<file path="src/rtl/calendar_date.sv">
// calendar_date: day/month/year counter with leap years, validated loads, carry pulses and bus readout
module calendar_date #(
  parameter int MODE       = 1,
  parameter int FIXED_DAYS = 30,
  parameter int YEAR_W     = 7,
  parameter int YEAR_MAX   = 99,
  parameter int YEAR_INIT  = 0,
  parameter int LEAP_EN    = 1
) (
  input  logic              clk,
  input  logic              clear_n,
  input  logic              tick,
  input  logic              load,
  input  logic [1:0]        load_sel,
  input  logic [YEAR_W-1:0] data,
  input  logic              oe,
  input  logic [1:0]        rd_sel,
  output logic [4:0]        day,
  output logic [3:0]        month,
  output logic [YEAR_W-1:0] year,
  output logic [YEAR_W-1:0] databus,
  output logic              month_carry,
  output logic              year_carry,
  output logic              load_err
);

  logic [4:0]        day_q, day_d;
  logic [3:0]        month_q, month_d;
  logic [YEAR_W-1:0] year_q, year_d;
  logic              mc_q, mc_d, yc_q, yc_d, err_q, err_d;
  logic [4:0]        last_cur, last_mon, last_yr, last_new;
  logic              ok;

  function automatic logic [4:0] month_len(input logic [3:0] m, input logic [YEAR_W-1:0] y);
    if (MODE == 0) return 5'(FIXED_DAYS);
    case (m)
      4'd4, 4'd6, 4'd9, 4'd11: return 5'd30;
      4'd2:                    return (LEAP_EN != 0 && y[1:0] == 2'd0) ? 5'd29 : 5'd28;
      default:                 return 5'd31;
    endcase
  endfunction

  assign last_cur = month_len(month_q, year_q);
  assign last_mon = month_len(data[3:0], year_q);
  assign last_yr  = month_len(month_q, data);
  assign last_new = load_sel == 2'd1 ? last_mon : last_yr;

  // Next-state: load has priority over tick; a tick at or past the last day wraps the month
  always_comb begin
    day_d   = day_q;
    month_d = month_q;
    year_d  = year_q;
    mc_d    = 1'b0;
    yc_d    = 1'b0;
    err_d   = 1'b0;
    ok      = 1'b0;
    if (load) begin
      case (load_sel)
        2'd0:    ok = data >= YEAR_W'(1) && data <= YEAR_W'(last_cur);
        2'd1:    ok = data >= YEAR_W'(1) && data <= YEAR_W'(12);
        2'd2:    ok = data <= YEAR_W'(YEAR_MAX);
        default: ok = 1'b1;
      endcase
      err_d = !ok;
      if (ok && load_sel == 2'd0) day_d = data[4:0];
      if (ok && load_sel == 2'd1) month_d = data[3:0];
      if (ok && load_sel == 2'd2) year_d = data;
      if (ok && (load_sel == 2'd1 || load_sel == 2'd2) && day_q > last_new) day_d = last_new;
    end else if (tick) begin
      if (day_q < last_cur) begin
        day_d = day_q + 5'd1;
      end else begin
        day_d   = 5'd1;
        mc_d    = 1'b1;
        yc_d    = month_q >= 4'd12;
        month_d = yc_d ? 4'd1 : month_q + 4'd1;
        if (yc_d) year_d = year_q == YEAR_W'(YEAR_MAX) ? '0 : year_q + YEAR_W'(1);
      end
    end
  end

  // Field and pulse registers, cleared asynchronously by clear_n
  always_ff @(posedge clk or negedge clear_n) begin
    if (!clear_n) begin
      day_q   <= 5'd1;
      month_q <= 4'd1;
      year_q  <= YEAR_W'(YEAR_INIT);
      mc_q    <= 1'b0;
      yc_q    <= 1'b0;
      err_q   <= 1'b0;
    end else begin
      day_q   <= day_d;
      month_q <= month_d;
      year_q  <= year_d;
      mc_q    <= mc_d;
      yc_q    <= yc_d;
      err_q   <= err_d;
    end
  end

  assign day         = day_q;
  assign month       = month_q;
  assign year        = year_q;
  assign month_carry = mc_q;
  assign year_carry  = yc_q;
  assign load_err    = err_q;
  assign databus     = !oe           ? '0 :
                       rd_sel == 2'd0 ? YEAR_W'(day_q) :
                       rd_sel == 2'd1 ? YEAR_W'(month_q) :
                       rd_sel == 2'd2 ? year_q : '0;

endmodule

</file>
<file path="config.mk">
export PLATFORM = sky130hd
export DESIGN_NAME = calendar_date
export DESIGN_NICKNAME = d
export VERILOG_FILES = /design/src/rtl/calendar_date.sv
export SDC_FILE = /design/constraint.sdc
export NUM_CORES = 1
export LEC_CHECK = 0
export BUFFER_PORTS_ARGS = -buffer_cell sky130_fd_sc_hd__clkbuf_2
export CORE_UTILIZATION = 49
export DETAILED_ROUTE_END_ITERATION = 6
export MAX_ROUTING_LAYER = met4
export PLACE_DENSITY = 0.77
export SYNTH_ARGS = -nofsm -noshare
export SYNTH_HDL_FRONTEND = slang
export SYNTH_SLANG_ARGS = --single-unit
</file>
<file path="constraint.sdc">
create_clock -name clk -period 3.2 [get_ports clk]
set_input_delay 0.48 -clock clk [delete_from_list [all_inputs] [get_ports clk]]
set_output_delay 0.48 -clock clk [all_outputs]
set_load 0.02 [all_outputs]
</file>
# == Yosys cells after proc, flatten, opt, wreduce, memory -nomap -nowiden ==
# Index checks and enable logic that the tools add are counted.
# totals
reg_bits,19
input_bits,16
out_inout_bits,26
word_cells,90
# classes
n_addsub,3
magnitude_cmp,7
n_eq_ne,19
mux,35
n_reduce_logical,20
# op_table
operator,count
$mux W7,10
$mux W5,6
$mux W4,5
$eq A4 B3 Y1 const B,4
$eq A4 B4 Y1 const B,4
$pmux W2 S2,3
$mux W1,10
$eq A4 B2 Y1 const B,2
$logic_not A2 Y1,4
$reduce_or A4 Y1,2
$add A7 B1 Y7 const B,1
$eq A7 B7 Y1 const B,1
$ge A7 B1 Y1 const B,1
$le A7 B4 Y1 const B,1
$le A7 B5 Y1,1
$le A7 B7 Y1 const B,1
$logic_and A1 B1 Y1,7
$add A5 B1 Y5 const B,1
$gt A5 B5 Y1,1
$lt A5 B5 Y1,1
$add A4 B1 Y4 const B,1
$eq A2 B1 Y1 const B,2
$eq A2 B2 Y1 const B,2
$ge A4 B4 Y1 const B,1
10 further kinds,12

# == Longest topological paths before layout ==
# Gate-level depths: netlist of the first run.
# depth
ltp_word,11
mapped_depth,13
mapped_depth_nobuf,13

# == Worst setup path after synthesis of the first run ==
# Ideal clock, no wire load.
# synth_path
kind,reg-to-reg
from,"reg month_q[0], in the netlist month[0]"
to,"reg year_q[2], in the netlist year[2]"
setup_time_ns,0.126
arrival_time_ns,3.088
required_ns,3.074
setup_slack_ns,-0.014
stages_incl_launch_ff,12
path_buffers,0
period_less_slack_ns,3.214
cell_sequence,dfstp_2 > inv_1 > ha_1 > or2_1 > a222oi_1 > ha_1 > nor3b_1 > o211ai_1 > a31o_2 > a31oi_4 > nor2_1 > a221o_1
# synth_between
elab_chain_cells,10
word_cells_on_any_way,18
cone_classes,order compare (3); eq/ne (7); mux (3); reduce/logical (5)
# synth_rtl
element,line,rtl
from (decl),28,"logic [3:0] month_q, month_d;"
from (signal assigned),93,month_q <= month_d;
$eq A4 B3 Y1 / $eq A4 B4 Y1 (equally long branches),36,case (m)
$reduce_or A4 Y1,36,
$pmux W2 S2,36,
$le A7 B5 Y1,59,2'd0: ok = data >= YEAR_W'(1) && data <= YEAR_W'(last_cur);
$logic_and A1 B1 Y1,59,
$pmux W1 S3,58,case (load_sel)
$mux W1,57,if (load) begin
$logic_and A1 B1 Y1,67,if (ok && load_sel == 2'd2) year_d = data;
$ne A2 B1 Y1 (no line),-,
$reduce_and A4 Y1 (no line) *,-,
to (signal assigned),87,year_q <= YEAR_W'(YEAR_INIT);
to (signal assigned),94,year_q <= year_d;
to (decl),29,"logic [YEAR_W-1:0] year_q, year_d;"
# Every way passes the cells marked *; elsewhere a longest branch is shown, timed or not. The select of a mux whose other input is x is not followed.
# A chain may end at the register's enable or synchronous reset.

# == Worst setup path in the final report of the first run ==
# layout_path
from,"reg month_q[0], in the netlist month[0]"
to,"reg year_q[0], in the netlist year[0]"
# Same word-level chain as after synthesis.

==> results.py, run 1 <==
metrics = {
    "critical_path": {
        "critPathTopFamily": "compound AO/OA/AOI/OAI gates",
        "cp-end-kind": "flip-flop",
        "path_class": "reg2reg",
        "path_cells": "inv_2 -> ha_2 -> or2_1 -> a222oi_1 -> ha_1 -> nor3b_2 -> o211ai_1 -> a31o_4 -> a31oi_4 -> buf_6 -> a221oi_1 -> a21oi_1",
        "cp.arrival_ps": 3280,
        "worst-path-buf-inv": 2,
        "worstPathRequired_ps": 3440,
        "crit_slowest_cell": "dfstp_2",
        "start_kind": "flip-flop",
        "cp_max_fo": 7,
        "slowest_delay_ps": 570,
    },
    "clock_tree": {
        "cts_sinks": 19,
        "postCtsHoldBufs": 0,
        "cts-root-buf": "clkbuf_4",
        "cts_buffer_depth": 2,
        "cts.clk_slew.worst_paths_ps": 120,
        "htreeDepth": 1,
        "cts_buffers": 3,
        "clk-insertion-delay-late_ps": 310,
        "cts_tree": "yes",
    },
    "sta": {
        "setup_viol": 0,
        "max_freq_mhz": 329,
        "fin_crit_ps": 3040,
        "fin_ws_ps": 156,
        "final-hold-violation-count": 0,
        "period_share": 0.951,
        "hold_slack_ps": 110,
        "tightest_slew_ps": 795,
        "relSlewSlack": 0.457,
        "rsz0062_at_grt": "yes",
        "fin_skew_ps": 4.95,
        "timing.setup.tns_ps": 0,
        "maxSlewViolCount": 0,
    },
    "synth": {
        "ys_ff_latch": 19,
        "ys_seq_area_frac": 0.275,
        "synthArstFlopShare": 1.00,
        "synth_area_leaders": "dfrtp_1 24%, ha_1 10%, a21oi_1 5.2%",
        "synth_top_area_frac": 0.244,
        "syn-cell-area_sq_um": 1740,
        "yosys_warnings": 0,
        "syn_avg_cell_area_sq_um": 8.37,
        "synth_cell_types": 49,
        "syn_nets": 238,
        "synth-main-ff-cell": "dfrtp_1",
        "synthCells": 208,
        "synth_edf_count": 0,
        "yosysTopAreaCell": "dfrtp_1",
    },
    "layout": {
        "nFillCells": 316,
        "multi_input_area_sq_um": 1200,
        "drive_above_1_share": 0.264,
        "final_cells": 300,
        "area_growth_pct": 19.8,
        "final_cell_mix": "41 x clkbuf_2, 18 x nand2_1, 18 x a21oi_1",
        "final_common_cell": "clkbuf_2",
        "regArea_sq_um": 479,
        "nNetsFinal": 285,
        "final_cell_area_sq_um": 2080,
        "antennaDiodeCount": 0,
    },
    "route": {
        "vias": 1834,
        "post-route-drc-count": 0,
        "dr.pass1.iters": 5,
        "wl_per_cell_microns": 15.6,
        "drt_wl_total_microns": 4690,
        "drt-initial-drc-count": 164,
        "via_per_inst": 6.11,
        "antenna_left": 0,
    },
    "pwr": {
        "share_seq_of_total_power": 0.365,
        "combPwrFrac": 0.529,
        "leakage_uw": 0.00101,
        "p_per_area_nw_per_um2": 587,
        "netSwitchingFraction": 0.491,
        "internal_power_uw": 623,
        "peakVddDrop_mv": 0.301,
        "p_clk_frac": 0.106,
        "power_switching_uw": 601,
    },
    "floorplanning": {
        "num_rows": 21,
        "coreArea_sq_um": 3360,
        "io_pins": 42,
        "die_area_sq_um": 3790,
        "die_y_microns": 61.6,
        "dieWidth_microns": 61.6,
        "initial_core_util": 0.517,
    },
    "job": {
        "cap_viol_max_count": 0,
    },
    "global_route": {
        "grt_antenna_before_repair": 0,
        "grtUsageTotal": 0.259,
        "grt_max_degree": 24,
        "grt_pass1_wl_microns": 7050,
        "grt_pass1_vias": 1501,
        "grt_overflow": 0,
    },
    "hold_path": {
        "worstHoldPathType": "in2async",
    },
    "place": {
        "port_buffers": 41,
        "hpwl_microns": 3500,
        "placed_area_sq_um": 2010,
        "post-place-ws_ps": 84.6,
        "dp.cells": 294,
        "gp_congestion": 0.922,
    },
    "status": {
        "outcome": "finished, final reports clean",
    },
}
-- sequential cells by signal, indices dropped and copies added (netlist names) --
signal and cells:
day 5, load_err 1, month 4, month_carry 1, year 7, year_carry 1
-- cell type report --
class	count	area share
clock inverter	1	0.00240
tap	46	0.0276
multi-input combinational	168	0.575
clock buffer	3	0.0108
inverter	15	0.0270
sequential	19	0.230
timing repair buffer	48	0.127
-- cells in the mapped netlist, types with 2 or more instances --
cell,count
nor2_1,12
a21boi_0,3
o21ai_1,6
nand2_1,18
o21ai_0,12
a31oi_1,2
nor2b_1,8
ha_1,14
o22ai_2,3
o311ai_0,2
nor3_1,5
a31oi_4,2
nand3_1,6
dfrtp_1,17
and2_1,4
and3_1,8
a21o_1,5
dfstp_2,2
a221oi_1,5
clkbuf_1,4
mux2i_1,8
a21oi_1,18
or2_1,2
a32oi_1,2
nand4_1,2
inv_1,14
o211ai_1,2
-- logic make-up (layout without fill, tap and decap cells) --
family                     Yosys count  in the layout  share of synthesized area
adders and majority gates           14             14                      0.101
DFF                                 19             19                      0.275
muxes                                8              8                     0.0460
and+or+nand+nor                     69             69                      0.203
AOI/OAI and AO/OA                   77             77                      0.325
buffers and inverters               21             67                     0.0503
-- power groups by stage --
| stage | registers, uW | clock network, uW | logic, uW |
|---|---|---|---|
| 4_1_cts | 445 | 136 | 621 |
| 5_1_grt | 458 | 144 | 729 |
| 3_3_place_gp | 447 | 0 | 604 |
| 3_5_place_dp | 450 | 0 | 617 |
| 2_1_floorplan | 494 | 0 | 353 |
| 6_report | 446 | 130 | 648 |
-- stage by stage --
stage | power (uW) | utilization
detailed placement | 1070 | 0.597
global route | 1330 | 0.620
global placement | 1050 | 0.597
floorplan | 847 | -
CTS | 1200 | 0.606
finish | 1220 | 0.620
-- path summary, 6_finish.rpt --
path	from	to	slack (ps)	cells past startpoint
setup / recovery	month[0]	year[0]	160	12
hold / removal	clear_n	year[5]	110	1
setup reg to reg	month[0]	year[0]	160	12
hold reg to reg	month[0]	month[0]	540	1
max in group asynchronous	clear_n	month[1]	2730	1
min in group clk	data[6]	year[6]	530	3
-- repair_timing --
action / 4_1_cts / 5_1_grt
setup endpoints to repair: 0 / 16
resized for setup: 0 / 8
buffers inserted: 0 / 2
-- routing by layer --
metal  vias up  wire length [microns]  part of all wire  GRT usage
met1       862                   2100              0.45      0.359
li1        879                      -                 -          -
met2        87                   2260              0.48      0.409
met3         6                    286             0.061     0.0252
met5         -                      0                 0          -
met4         0                     44            0.0094     0.0571
No activity file was read; power rests on OpenSTA's default activity.
==> run 2, diff against run 1 <==
HOLD_SLACK_MARGIN = 0.12   (was unset)
==> results.py, run 2 (synthesized netlist as in run 1, its figures left out) <==
metrics = {
    "status": {
        "outcome": "finished, final reports clean",
    },
    "critical_path": {
        "crit_start": "month[0]",
        "reg2reg_depth": 12,
        "r2r_slack_ps": 160,
        "crit_slowest_cell": "dfstp_2",
        "critical_path_depth": 12,
        "cp.arrival_ps": 3280,
        "worstReg2RegStart": "month[0]",
        "cp_max_fo": 7,
        "path_cells": "inv_2 -> ha_2 -> or2_1 -> a222oi_1 -> ha_1 -> nor3b_2 -> o211ai_1 -> a31o_4 -> a31oi_4 -> buf_6 -> a221oi_1 -> a21oi_1",
        "slowest_delay_ps": 570,
        "worstPathRequired_ps": 3440,
        "critPathTopFamily": "compound AO/OA/AOI/OAI gates",
        "path_class": "reg2reg",
        "start_kind": "flip-flop",
        "cp-end-kind": "flip-flop",
        "worst-path-buf-inv": 2,
        "timing.rr.end": "year[0]",
        "crit_path_end": "year[0]",
    },
    "job": {
        "cap_viol_max_count": 0,
    },
    "sta": {
        "maxSlewViolCount": 0,
        "rsz0062_at_grt": "yes",
        "timing.setup.tns_ps": 0,
        "tightest_slew_ps": 795,
        "relSlewSlack": 0.456,
        "setup_viol": 0,
        "max_freq_mhz": 329,
        "final-hold-violation-count": 0,
        "fin_skew_ps": 4.82,
        "fin_crit_ps": 3040,
        "period_share": 0.950,
        "hold_slack_ps": 530,
    },
    "global_route": {
        "grt_max_degree": 24,
        "grt_pass1_wl_microns": 7050,
        "grt_overflow": 0,
        "grtUsageTotal": 0.259,
        "grt_pass1_vias": 1501,
        "grt_antenna_before_repair": 0,
    },
    "floorplanning": {
        "die_area_sq_um": 3790,
        "io_pins": 42,
        "die_y_microns": 61.6,
        "initial_core_util": 0.517,
        "dieWidth_microns": 61.6,
        "coreArea_sq_um": 3360,
        "num_rows": 21,
    },
    "layout": {
        "final_common_cell": "clkbuf_2",
        "nNetsFinal": 286,
        "largest_reg_flops": 7,
        "nFillCells": 316,
        "final_cell_mix": "41 x clkbuf_2, 18 x nand2_1, 18 x a21oi_1",
        "antennaDiodeCount": 0,
        "drive_above_1_share": 0.263,
        "area_growth_pct": 20.3,
    },
    "route": {
        "drt_wl_total_microns": 4700,
        "drt-initial-drc-count": 151,
        "post-route-drc-count": 0,
        "via_per_inst": 6.06,
        "antenna_left": 0,
        "dr.pass1.iters": 5,
        "vias": 1823,
        "wl_per_cell_microns": 15.6,
    },
    "pwr": {
        "peakVddDrop_mv": 0.302,
        "leakage_uw": 0.00101,
        "p_per_area_nw_per_um2": 585,
    },
    "hold_path": {
        "worstHoldPathType": "in2reg",
        "min_from": "data[6]",
    },
    "clock_tree": {
        "cts-root-buf": "clkbuf_4",
        "cts_buffers": 3,
        "cts_buffer_depth": 2,
        "cts_sinks": 19,
        "cts.clk_slew.worst_paths_ps": 120,
        "htreeDepth": 1,
        "clk-insertion-delay-late_ps": 310,
        "cts_tree": "yes",
    },
    "place": {
        "hpwl_microns": 3500,
        "port_buffers": 41,
        "gp_congestion": 0.922,
    },
}
==> run 2: area by class of cell <==
| type | instances | area, sq um | area share |
|---|---|---|---|
| clock buffer | 3 | 22.5 | 0.0108 |
| inverter | 15 | 56.3 | 0.0269 |
| tap | 46 | 57.6 | 0.0275 |
| multi-input combinational | 168 | 1200 | 0.572 |
| clock inverter | 1 | 5.00 | 0.00239 |
| timing repair buffer | 49 | 275 | 0.131 |
| sequential | 19 | 479 | 0.229 |
==> run 2: repair_timing <==
item                       CTS  global route
gates resized for setup      0             8
hold buffers                 1             0
setup endpoints to repair    0            16
setup buffers                0             2
hold endpoints to repair     9             0
==> run 2: how the worst min path moves through the flow <==
stage / slack [ps] / depth (start not counted) / endpoint
after CTS: 530 / 3 / year[6]
final: 530 / 3 / year[6]
after global placement: 470 / 1 / year[5]
after floorplan: 180 / 0 / day[1]
after global routing: 520 / 3 / year[5]
after detailed placement: 470 / 1 / year[6]
==> run 2: per-layer routing <==
| layer | track usage | routed length [microns] | vias up |
|---|---|---|---|
| met5 | - | 0 | - |
| met4 | 0.0571 | 45 | 0 |
| met3 | 0.0252 | 281 | 6 |
| met2 | 0.409 | 2240 | 92 |
| met1 | 0.359 | 2130 | 846 |
| li1 | - | - | 879 |
==> run 2: worst reg2reg max path, cell delays in order (launching register included) <==
cell	delay (ps)
dfstp_2	570
inv_2	50
ha_2	190
or2_1	250
a222oi_1	390
ha_1	320
nor3b_2	170
o211ai_1	160
a31o_4	290
a31oi_4	220
buf_6	160
a221oi_1	50
a21oi_1	150
==> run 2: power by group <==
part,internal [uW],switching (uW)
clock network,46.7,83.3
registers,314,133
logic,264,385
==> run 2: per-stage QoR <==
step | instances | utilization | total power [uW] | setup WS (ps) | cell area, sq um
global placement | 294 | 0.597 | 1050 | 178 | 2010
floorplan | 208 | - | 847 | 14.4 | 1740
finish | 301 | 0.623 | 1230 | 161 | 2090
detailed placement | 294 | 0.597 | 1070 | 84.6 | 2010
global route | 301 | 0.623 | 1330 | -8.39 | 2090
CTS | 299 | 0.609 | 1200 | 48.1 | 2050
==> run 3, diff against run 2 <==
CORE_UTILIZATION = 45   (was 49)
PLACE_DENSITY = 0.69   (was 0.77)
clock period = 2.9 ns   (was 3.2 ns; I/O delays follow)
==> results.py, run 3 (synthesized netlist as in run 1, its figures left out) <==
metrics = {
    "pwr": {
        "p_clk_frac": 0.117,
        "leakage_uw": 0.00112,
        "internal_power_uw": 904,
        "power_switching_uw": 768,
        "peakVddDrop_mv": 0.330,
        "netSwitchingFraction": 0.460,
        "combPwrFrac": 0.600,
        "p_per_area_nw_per_um2": 708,
        "share_seq_of_total_power": 0.283,
        "fin_total_pwr_uw": 1670,
    },
    "status": {
        "violations": "setup timing",
        "outcome": "finished with violations",
    },
    "layout": {
        "nNetsFinal": 307,
        "nFillCells": 321,
        "multi_input_area_sq_um": 1290,
        "drive_above_1_share": 0.370,
        "area_growth_pct": 35.7,
        "antennaDiodeCount": 0,
        "regArea_sq_um": 479,
        "largest_reg_flops": 7,
        "final_common_cell": "clkbuf_2",
        "final_cell_mix": "41 x clkbuf_2, 27 x buf_4, 17 x nand2_1",
    },
    "critical_path": {
        "worstPathRequired_ps": 3050,
        "crit_slowest_cell": "dfstp_2",
        "worst-path-buf-inv": 2,
        "critPathTopFamily": "compound AO/OA/AOI/OAI gates",
        "cp-end-kind": "flip-flop",
        "critical_path_depth": 12,
        "reg2reg_depth": 12,
        "slowest_delay_ps": 570,
        "start_kind": "flip-flop",
        "path_class": "reg2reg",
        "cp_max_fo": 5,
        "cp.arrival_ps": 3150,
        "path_cells": "inv_4 -> ha_4 -> or2_1 -> a222oi_1 -> ha_1 -> nor3b_2 -> o211ai_1 -> a31o_4 -> buf_4 -> nand2_1 -> nor2_1 -> a21bo_1",
    },
    "global_route": {
        "top_usage_layer": "met2",
        "grtUsageMet1": 0.360,
        "grtUsageTotal": 0.271,
        "grt_max_degree": 24,
        "grt_pass1_vias": 1808,
        "grt_pass1_wl_microns": 8490,
        "grt_overflow": 0,
        "grt_antenna_before_repair": 0,
        "gr-usage-met2": 0.430,
        "use_met3": 0.0339,
    },
    "floorplanning": {
        "io_pins": 42,
        "num_rows": 22,
        "coreArea_sq_um": 3690,
        "dieWidth_microns": 64.2,
        "die_area_sq_um": 4120,
        "die_y_microns": 64.2,
        "initial_core_util": 0.472,
    },
    "clock_tree": {
        "cts_tree": "yes",
        "cts_buffers": 3,
        "cts_sinks": 19,
        "cts.clk_slew.worst_paths_ps": 80,
        "htreeDepth": 1,
        "postCtsHoldBufs": 0,
        "cts_buffer_depth": 2,
        "cts-root-buf": "clkbuf_8",
        "clk-insertion-delay-late_ps": 260,
    },
    "route": {
        "drt-initial-drc-count": 167,
        "wl_per_cell_microns": 16.2,
        "antenna_left": 0,
        "post-route-drc-count": 0,
        "vias": 1929,
        "dr.pass1.iters": 5,
        "drt_wl_total_microns": 5240,
        "via_per_inst": 5.95,
    },
    "place": {
        "port_buffers": 41,
        "hpwl_microns": 3760,
        "gp_congestion": 0.898,
    },
    "sta": {
        "fin_ws_ps": -97.7,
        "fin_crit_ps": 3000,
        "relSlewSlack": 0.447,
        "timing.setup.tns_ps": -452,
        "maxSlewViolCount": 0,
        "rsz0062_at_grt": "yes",
        "setup_viol": 11,
        "max_freq_mhz": 334,
        "final-hold-violation-count": 0,
        "tightest_slew_ps": 808,
        "fin_skew_ps": 5.73,
        "period_share": 1.03,
    },
    "job": {
        "cap_viol_max_count": 0,
    },
    "hold_path": {
        "worstHoldPathType": "in2async",
    },
}
## run 3: cell types whose count changed in the layout (fill, tap and decap cells not counted), sizes merged
cell,previous run,this run
buf,7,29
dlygate4sd3,1,0
## run 3: final timing paths
path | start | end | slack (ps)
setup / recovery | month[0] | day[1] | -100
hold / removal | clear_n | year[1] | 130
setup reg to reg | month[0] | day[1] | -100
hold reg to reg | month[2] | month[2] | 610
max in group asynchronous | clear_n | month[1] | 2400
min in group clk | data[6] | year[6] | 560
## run 3: layer usage
| metal | wire length (microns) | up-vias |
|---|---|---|
| met5 | 0 | - |
| met4 | 105 | 0 |
| met3 | 320 | 15 |
| met2 | 2460 | 105 |
| met1 | 2350 | 892 |
| li1 | - | 917 |
## run 3: metrics by stage
stage                     std cells  setup slack, ps  area [sq um]  utilization  hold slack [ps]
after detailed placement        308             -183          2140        0.580              433
after global placement          308             -110          2140        0.580              435
final                           324            -97.7          2360        0.640              132
after global routing            324             -242          2360        0.640              170
after floorplan                 208             -186          1780            -              139
after CTS                       322            -39.9          2280        0.619              152
## run 3: layout make-up
class / instances / share of cell area
multi-input combinational: 168 / 0.545
clock buffer: 3 / 0.0175
timing repair buffer: 70 / 0.182
tap: 48 / 0.0254
sequential: 19 / 0.203
clock inverter: 1 / 0.00212
inverter: 15 / 0.0249
## run 3: what timing repair did
| item | 4_1_cts | 5_1_grt |
|---|---|---|
| pin swaps | 11 | 10 |
| buffers inserted | 10 | 3 |
| endpoints found under the setup margin | 16 | 16 |
| resized for setup | 7 | 12 |
## run 3: power by group through the flow
stage                     Sequential, uW  Clock (uW)  Combinational (uW)
after global placement               473           0                 795
final                                473         196                1000
after CTS                            466         197                 946
after detailed placement             478           0                 804
after floorplan                      551           0                 409
after global routing                 485         211                1100
